--- src/rtl/decode_issue_pkg.sv ---
// rtl/decode_issue_pkg.sv - shared opcode header: ALU opcodes and default widths
package decode_issue_pkg;

    localparam int DATA_W_DEF = 16;
    localparam int NREG_DEF   = 8;
    localparam int OP_W       = 4;

    typedef enum logic [OP_W-1:0] {
        OP_ADD = 4'h0,
        OP_SUB = 4'h1,
        OP_AND = 4'h2,
        OP_OR  = 4'h3,
        OP_XOR = 4'h4,
        OP_SLL = 4'h5,
        OP_SRL = 4'h6,
        OP_SRA = 4'h7,
        OP_SLT = 4'h8
    } alu_op_e;

endpackage

--- src/rtl/decode_issue_regfile.sv ---
// rtl/decode_issue_regfile.sv - register file, two async reads, one sync write, r0 hardwired to zero
import decode_issue_pkg::*;

module regfile #(
    parameter int DATA_W = DATA_W_DEF,
    parameter int NREG   = NREG_DEF,
    parameter int AW     = $clog2(NREG)
) (
    input  logic              clk,
    input  logic              rst,
    input  logic              we_i,
    input  logic [AW-1:0]     waddr_i,
    input  logic [DATA_W-1:0] wdata_i,
    input  logic [AW-1:0]     raddr_a_i,
    output logic [DATA_W-1:0] rdata_a_o,
    input  logic [AW-1:0]     raddr_b_i,
    output logic [DATA_W-1:0] rdata_b_o
);

    logic [DATA_W-1:0] mem_q [NREG];

    always_ff @(posedge clk) begin
        if (rst) begin
            for (int i = 0; i < NREG; i++) begin
                mem_q[i] <= '0;
            end
        end else if (we_i && (waddr_i != '0)) begin
            mem_q[waddr_i] <= wdata_i;
        end
    end

    assign rdata_a_o = (raddr_a_i == '0) ? '0 : mem_q[raddr_a_i];
    assign rdata_b_o = (raddr_b_i == '0) ? '0 : mem_q[raddr_b_i];

endmodule

--- src/rtl/decode_issue.sv ---
// rtl/decode_issue.sv - operand fetch with EX/WB forwarding and a single-entry issue register
import decode_issue_pkg::*;

module decode_issue #(
    parameter int DATA_W = DATA_W_DEF,
    parameter int NREG   = NREG_DEF,
    localparam int AW    = $clog2(NREG)
) (
    input  logic                     clk,
    input  logic                     rst,
    input  logic                     in_valid,
    output logic                     in_ready,
    input  logic [OP_W-1:0]          in_op,
    input  logic [AW-1:0]            in_rd,
    input  logic [AW-1:0]            in_rs1,
    input  logic [AW-1:0]            in_rs2,
    input  logic [DATA_W-1:0]        in_imm,
    input  logic                     in_use_imm,
    input  logic                     wb_en,
    input  logic [AW-1:0]            wb_addr,
    input  logic [DATA_W-1:0]        wb_data,
    input  logic                     ex_fwd_en,
    input  logic [AW-1:0]            ex_fwd_addr,
    input  logic [DATA_W-1:0]        ex_fwd_data,
    input  logic                     flush,
    output logic                     out_valid,
    input  logic                     out_ready,
    output logic signed [DATA_W-1:0] operand_a,
    output logic signed [DATA_W-1:0] operand_b,
    output logic [OP_W-1:0]          alu_op,
    output logic [AW-1:0]            out_rd
);

    logic [DATA_W-1:0] rf_a, rf_b;
    logic [DATA_W-1:0] op_a_d, op_b_d;
    logic [DATA_W-1:0] op_a_q, op_b_q;
    logic [OP_W-1:0]   alu_op_q;
    logic [AW-1:0]     out_rd_q;
    logic              out_valid_q, out_valid_d;
    logic              accept;

    regfile #(.DATA_W(DATA_W), .NREG(NREG), .AW(AW)) u_regfile (
        .clk       (clk),
        .rst       (rst),
        .we_i      (wb_en),
        .waddr_i   (wb_addr),
        .wdata_i   (wb_data),
        .raddr_a_i (in_rs1),
        .rdata_a_o (rf_a),
        .raddr_b_i (in_rs2),
        .rdata_b_o (rf_b)
    );

    // The EX result is younger than the WB result, so it wins when both target the same register.
    function automatic logic [DATA_W-1:0] resolve(input logic [AW-1:0] rs, input logic [DATA_W-1:0] rf_val);
        if (rs == '0)                             return '0;
        else if (ex_fwd_en && ex_fwd_addr == rs)  return ex_fwd_data;
        else if (wb_en && wb_addr == rs)          return wb_data;
        else                                      return rf_val;
    endfunction

    assign in_ready = !out_valid_q || out_ready;
    assign accept   = in_valid && in_ready;

    always_comb begin
        op_a_d      = resolve(in_rs1, rf_a);
        op_b_d      = in_use_imm ? in_imm : resolve(in_rs2, rf_b);
        out_valid_d = out_valid_q;
        if (flush) begin
            out_valid_d = 1'b0;
        end else if (accept) begin
            out_valid_d = 1'b1;
        end else if (out_ready) begin
            out_valid_d = 1'b0;
        end
    end

    always_ff @(posedge clk) begin
        if (rst) begin
            out_valid_q <= 1'b0;
            op_a_q      <= '0;
            op_b_q      <= '0;
            alu_op_q    <= '0;
            out_rd_q    <= '0;
        end else begin
            out_valid_q <= out_valid_d;
            if (accept && !flush) begin
                op_a_q   <= op_a_d;
                op_b_q   <= op_b_d;
                alu_op_q <= in_op;
                out_rd_q <= in_rd;
            end
        end
    end

    assign out_valid = out_valid_q;
    assign operand_a = op_a_q;
    assign operand_b = op_b_q;
    assign alu_op    = alu_op_q;
    assign out_rd    = out_rd_q;

endmodule

--- config.mk ---
export PLATFORM = sky130hd
export DESIGN_NAME = decode_issue
export DESIGN_NICKNAME = d
export VERILOG_FILES = /design/src/rtl/decode_issue_pkg.sv /design/src/rtl/decode_issue_regfile.sv /design/src/rtl/decode_issue.sv
export SDC_FILE = /design/constraint.sdc
export NUM_CORES = 1
export LEC_CHECK = 0
export CAP_MARGIN = 20
export CORE_UTILIZATION = 55
export DETAILED_ROUTE_END_ITERATION = 12
export GPL_TIMING_DRIVEN = 1
export HOLD_SLACK_MARGIN = 0.1
export PLACE_DENSITY = 0.78
export SLEW_MARGIN = 10
export SYNTH_ARGS = -nofsm -noshare
export SYNTH_HDL_FRONTEND = slang
export SYNTH_SLANG_ARGS = --single-unit
--- constraint.sdc ---
create_clock -name clk -period 2.7 [get_ports clk]
set_input_delay 0.54 -clock clk [delete_from_list [all_inputs] [get_ports clk]]
set_output_delay 0.54 -clock clk [all_outputs]
set_load 0.005 [all_outputs]
; Word-level counts from Yosys, hierarchy flattened
; Memory sizes are Yosys's and may differ from the RTL's.
; Index checks and enable logic that the tools add are counted.
[op_classes]
eq_ne = 4
muxes = 17
n_reduce_logical = 16
[ops]
columns = cell, count
row1 = 16-bit 2-to-1 mux, 8
row2 = 16-bit OR reduction, 1
row3 = 3-bit == test, 4
row4 = 1-bit 2-to-1 mux, 8
row5 = 1-bit logical AND, 7
row6 = 3-bit zero test, 2
row7 = 3-bit 2-to-1 mux, 1
row8 = 3-bit nonzero test, 1
row9 = 1-bit zero test, 2
row10 = 2-bit nonzero test, 1
row11 = 2-bit OR reduction, 1
row12 = 1-bit logical OR, 1
[totals]
ff_bits = 40
ramBits = 128
input_bits = 75
wordCells = 43
memories = 1
[memory_table]
columns = memory, words, width, read_ports, rd_ports_with_merged_regs, write_ports, line_no
row1 = u_regfile.mem_q, 8, 16, 2, 0, 8, decode_issue_regfile.sv:20  ; logic [DATA_W-1:0] mem_q [NREG];

; Depth between registers and ports, before layout
[depth]
ltp_word = 7
depth_mapped = 8

; Hierarchy
; Synthesis repeated with hierarchy kept, for this count alone.
[hier_totals]
cells_unflattened = 797
area_unflattened_um2 = 8854.7
[modules_own_cells]
columns = module, instances, cells_per_inst, area_per_inst_um2
row1 = regfile, 1, 468, 6169.7
row2 = decode_issue, 1, 329, 2685.1

; Worst setup path before layout
; OpenSTA, ideal clock, no wires.
[synth_timing]
path_type = input -> register
from = in in_rs2[2]
to = reg op_b_q[14] (netlist: operand_b[14])
arrival_ps = 1754
required_time_ps = 2565
slack_ps = 810
cell_stages = 5
path_buffers = 1
path_cell_list = buf_4 mux4_1 mux2_2 o221ai_2 a211oi_2
[synth_between]
elab_chain_len = 6
elab_cells_between_ends = 10
classes_between = 2 x eq/ne / 4 x mux / 3 x reduce/logical / 1 x memory
[synth_lines]
columns = item, line_no
row1 = start: declaration, decode_issue.sv:16  ; input logic [AW-1:0] in_rs2,
row2 = "parallel branches: the longest is 4 deep, another holds memory 8 x 16 bit", --
row3 = 16-bit 2-to-1 mux *, decode_issue.sv:56  ; if (rs == '0) return '0;
row4 = 16-bit 2-to-1 mux *, decode_issue.sv:67  ; op_b_d = in_use_imm ? in_imm : resolve(in_rs2, rf_b);
row5 = end signal: assignment, decode_issue.sv:89  ; op_b_q <= op_b_d;
row6 = end: declaration, decode_issue.sv:36  ; logic [DATA_W-1:0] op_a_q, op_b_q;
; Mark *: on every way between the ends.
; A chain may end at the register's enable or synchronous reset.

; Final worst setup path
[layout_timing]
from = in out_ready
to = out in_ready
[layout_between]
elab_chain_len = 1
[layout_lines]
columns = item, line_no
row1 = start: declaration, decode_issue.sv:27  ; input logic out_ready,
row2 = 1-bit logical OR, decode_issue.sv:62  ; assign in_ready = !out_valid_q || out_ready;
row3 = end: declaration, decode_issue.sv:12  ; output logic in_ready,
; Every way passes these cells.

==> Implementation_results.wiki <==
{| class="wikitable"
! Metric !! Value
|-
| Layout cell share with drive strength beyond 1 || 17.1%
|-
| Most used standard cell by instance count after synthesis || sky130_fd_sc_hd__edfxtp_1
|-
| Cell Area, Synth || ~9200 um2
|-
| Setup CP Type || input pin to output port
|-
| Share of the synthesized area in the top cell type || 41.7%
|-
| Peak supply drop || about 0.48 mV
|-
| Worst-skew pair later-pin latency || about 0.43 ns
|-
| # nets final || 949
|-
| Setup repair after global routing missed its margin || no
|-
| Worst min-delay path class || register to register
|-
| Worst Tran Pin Value || ~1.1 ns
|-
| Number of cells upsized or downsized after cts || 0
|-
| Iter 0 DRT Violations || 733
|-
| Endpoint class of the critical path || output port
|-
| First-pass GRT wire length || approximately 41 mm
|-
| Main synth FF type || sky130_fd_sc_hd__edfxtp_1
|-
| Full die area || 17,300 um2
|-
| Number of search-and-repair iterations in the first detailed-routing pass || 6
|-
| Capture instance of the worst register-to-register path || operand_b[14]
|-
| Leakage || about 0.0042 uW
|-
| Max-cap violations || 0
|-
| Weighted congestion reported at the end of routability-driven placement || between 0.8 and 0.9
|-
| Syn-to-layout area delta || 22.5%
|-
| Maximum buffer depth of the clock tree || 2
|-
| Minimum period implied by the final worst setup slack || 2.36 ns
|-
| Diode count || 0
|-
| Clock root buffer || sky130_fd_sc_hd__clkbuf_16
|-
| Sinks on Clock Net || 168
|-
| Leading post-synthesis cells by instance count || sky130_fd_sc_hd__edfxtp_1 (128), sky130_fd_sc_hd__and2_1 (112), sky130_fd_sc_hd__nand2_1 (43)
|-
| Synthesis warning total || 0
|-
| Critical-path top delay cell || sky130_fd_sc_hd__clkdlybuf4s50_1
|-
| Max Transition Viols Final || 0
|-
| Cell type with the largest total area after synthesis || sky130_fd_sc_hd__edfxtp_1
|-
| Final-report setup violation count || 0
|-
| DRT antenna net count || 0
|-
| Sequential cell area fraction in the yosys report || just over 50%
|-
| Clock Skew || approximately 0.0056 ns
|-
| Pin count of the biggest net entering global routing || 39
|-
| Required time of the critical path || around 2.2 ns
|-
| Post-CTS Hold Fix Bufs || 0
|-
| Total CTS buffers || 17
|-
| Drt drc || 0
|-
| Port Buffers || around 120
|-
| Cell seen most often among critical-path stages || sky130_fd_sc_hd__clkdlybuf4s50_1
|-
| Final WL || about 26 mm
|-
| Clock tree from TritonCTS || built
|-
| Critical R2R Launch || u_regfile.mem_q[3][14]
|-
| Top post-synthesis cells by area || sky130_fd_sc_hd__edfxtp_1 (42%), sky130_fd_sc_hd__mux4_2 (9.3%), sky130_fd_sc_hd__dfxtp_1 (8.7%)
|-
| Via count of the first global-routing pass || just under 7,000
|-
| Crit path largest cell delay || between 0.4 and 0.5 ns
|-
| Count of flip-flops with a built-in enable after synthesis || 128
|-
| Number of antenna violations at the first check in global routing || 0
|-
| Core region area || between 15,000 and 20,000 um2
|-
| HPWL after detailed placement || 18.6 mm
|-
| Number of distinct standard cells referenced by the synthesized netlist || between 50 and 60
|-
| Total number of vias || roughly 7,000
|-
| Critical path peak fanout || 4
|-
| Number of failing hold endpoints at the final stage || 0
|-
| Cell type group with the largest total delay on the critical path || buffers and inverters
|-
| Startpoint types || input pin
|-
| Period utilisation layout || 87.3%
|-
| Mapped Avg Cell Area || 12.5 um2
|-
| Number of vias per cell || 6.24
|-
| Register-to-register setup slack || just over 1 ns
|-
| Depth of the worst register-to-register path || 4
|-
| Rows || 46
|-
| Tightest slew margin relative to the limit || about a quarter
|-
| Overflow left after global routing || 0
|-
| Buffers inserted by post-CTS timing repair || 0
|-
| Timing-limited maximum frequency || roughly 420 MHz
|-
| Run status || finished, final reports clean
|-
| Number of flip-flops and latches in the synthesized netlist || 168
|-
| Buffering stage count on the worst path with inverters included || 3
|-
| Number of placed I/O pins || 116
|-
| Starting density of the core || between 50% and 60%
|-
| Width of the die || 131 um
|-
| Sequence of cells on the critical path || clkdlybuf4s50_1 -> nor2b_2 -> inv_1 -> clkdlybuf4s50_1
|-
| Count of mapped cells out of synthesis || 736
|-
| CP arrival || about 1.8 ns
|-
| Overall global routing resource usage || a little under a third
|-
| Depth of the CTS H-tree || 4
|-
| Final core utilization || between 70% and 80%
|-
| Startpoint of the tightest hold check path || operand_a[11]
|-
| Setup tns final || 0 ns
|-
| PwrDens || 567 nW/um2
|-
| Height of the die || ~130 um
|-
| Clock transition at the registers of the reported paths || around 0.070 ns
|-
| Wirelength per Cell || ~24 um
|-
| Ys async rst share || 0%
|-
| Number of cells on the worst hold path || 1
|-
| Worst Hold Path EP || operand_a[11]
|}
worst max-delay path by stage:
| stage | slack, ns | depth (start not counted) | to | startpoint |
|---|---|---|---|---|
| after floorplan | 0.81 | 5 | operand_b[14] | in_rs2[2] |
| after global placement | 0.06 | 5 | operand_a[8] | out_ready |
| after detailed placement | 0.11 | 7 | operand_a[14] | in_rs1[2] |
| after CTS | 0.33 | 4 | in_ready | out_ready |
| after global routing | 0.31 | 4 | in_ready | out_ready |
| final | 0.34 | 4 | in_ready | out_ready |
where the power goes:
part           switching [uW]  internal, uW
clock network            1030          1270
logic                     512           522
registers                 100          2960
total                    1640          4750
sequential cells by signal, indices dropped and copies added (netlist names):
name / count
alu_op: 4
out_valid: 1
operand_b: 16
out_rd: 3
u_regfile.mem_q: 128
operand_a: 16
placed cells by master (no fill, tap or decap), types with 10 or more instances in the layout:
master	count
sky130_fd_sc_hd__mux4_2	38
sky130_fd_sc_hd__or3_1	16
sky130_fd_sc_hd__nand2b_1	27
sky130_fd_sc_hd__a22oi_1	16
sky130_fd_sc_hd__and2_1	112
sky130_fd_sc_hd__clkbuf_16	17
sky130_fd_sc_hd__mux4_1	10
sky130_fd_sc_hd__nor2_1	34
sky130_fd_sc_hd__nand2_1	43
sky130_fd_sc_hd__dfxtp_1	40
sky130_fd_sc_hd__nand3_1	17
sky130_fd_sc_hd__a21o_1	16
sky130_fd_sc_hd__clkdlybuf4s50_1	111
sky130_fd_sc_hd__edfxtp_1	128
sky130_fd_sc_hd__a21oi_1	23
sky130_fd_sc_hd__mux2i_1	33
sky130_fd_sc_hd__o21ai_0	16
sky130_fd_sc_hd__a31oi_1	16
sky130_fd_sc_hd__buf_4	37
sky130_fd_sc_hd__conb_1	16
final cells by class:
type / count / area (um2)
clock buffer: 18 / 429
sequential: 168 / 4640
inverter: 1 / 3.75
timing repair buffer: 160 / 1560
clock inverter: 14 / 123
multi-input combinational: 526 / 4250
tap: 216 / 270
fill: 1114 / 4830
worst register-to-register path: stages, from the launching register on:
cell,delay (ns)
sky130_fd_sc_hd__edfxtp_1,0.47
sky130_fd_sc_hd__mux4_1,0.51
sky130_fd_sc_hd__mux2_2,0.29
sky130_fd_sc_hd__o221ai_2,0.20
sky130_fd_sc_hd__a211oi_2,0.09
routing by layer:
| layer | wire, um | part of all wire [%] | global-route usage (%) |
|---|---|---|---|
| met5 | 0 | 0 | 0 |
| met4 | 576 | 2.2 | 9.50 |
| met3 | 2780 | 11 | 7.14 |
| met2 | 12500 | 47 | 51.4 |
| met1 | 10500 | 40 | 42.8 |
through the flow:
stage / worst slack (ns) / total power [uW] / hold slack (ns) / cell area, um2 / std cells
floorplan: 0.810 / 3650 / 0.451 / 9270 / 751
global placement: 0.0618 / 4080 / 0.437 / 10700 / 1070
detailed placement: 0.109 / 4120 / 0.441 / 10700 / 1071
CTS: 0.332 / 6390 / 0.453 / 11300 / 1103
global route: 0.307 / 6590 / 0.476 / 11300 / 1103
finish: 0.344 / 6400 / 0.451 / 11300 / 1103
cells by family (layout without fill, tap and decap cells):
| kind of cell | Yosys count | count (layout) | synth area share [%] |
|---|---|---|---|
| buffers and inverters | 57 | 193 | 3.98 |
| DFF | 168 | 168 | 50.4 |
| other | 1 | 16 | 0.0407 |
| muxes | 82 | 82 | 15.9 |
| and+or+nand+nor | 290 | 290 | 17.9 |
| AOI/OAI and AO/OA | 126 | 126 | 10.4 |
| xor gates and xnor gates | 12 | 12 | 1.39 |
(Power assumes the default switching activity.)
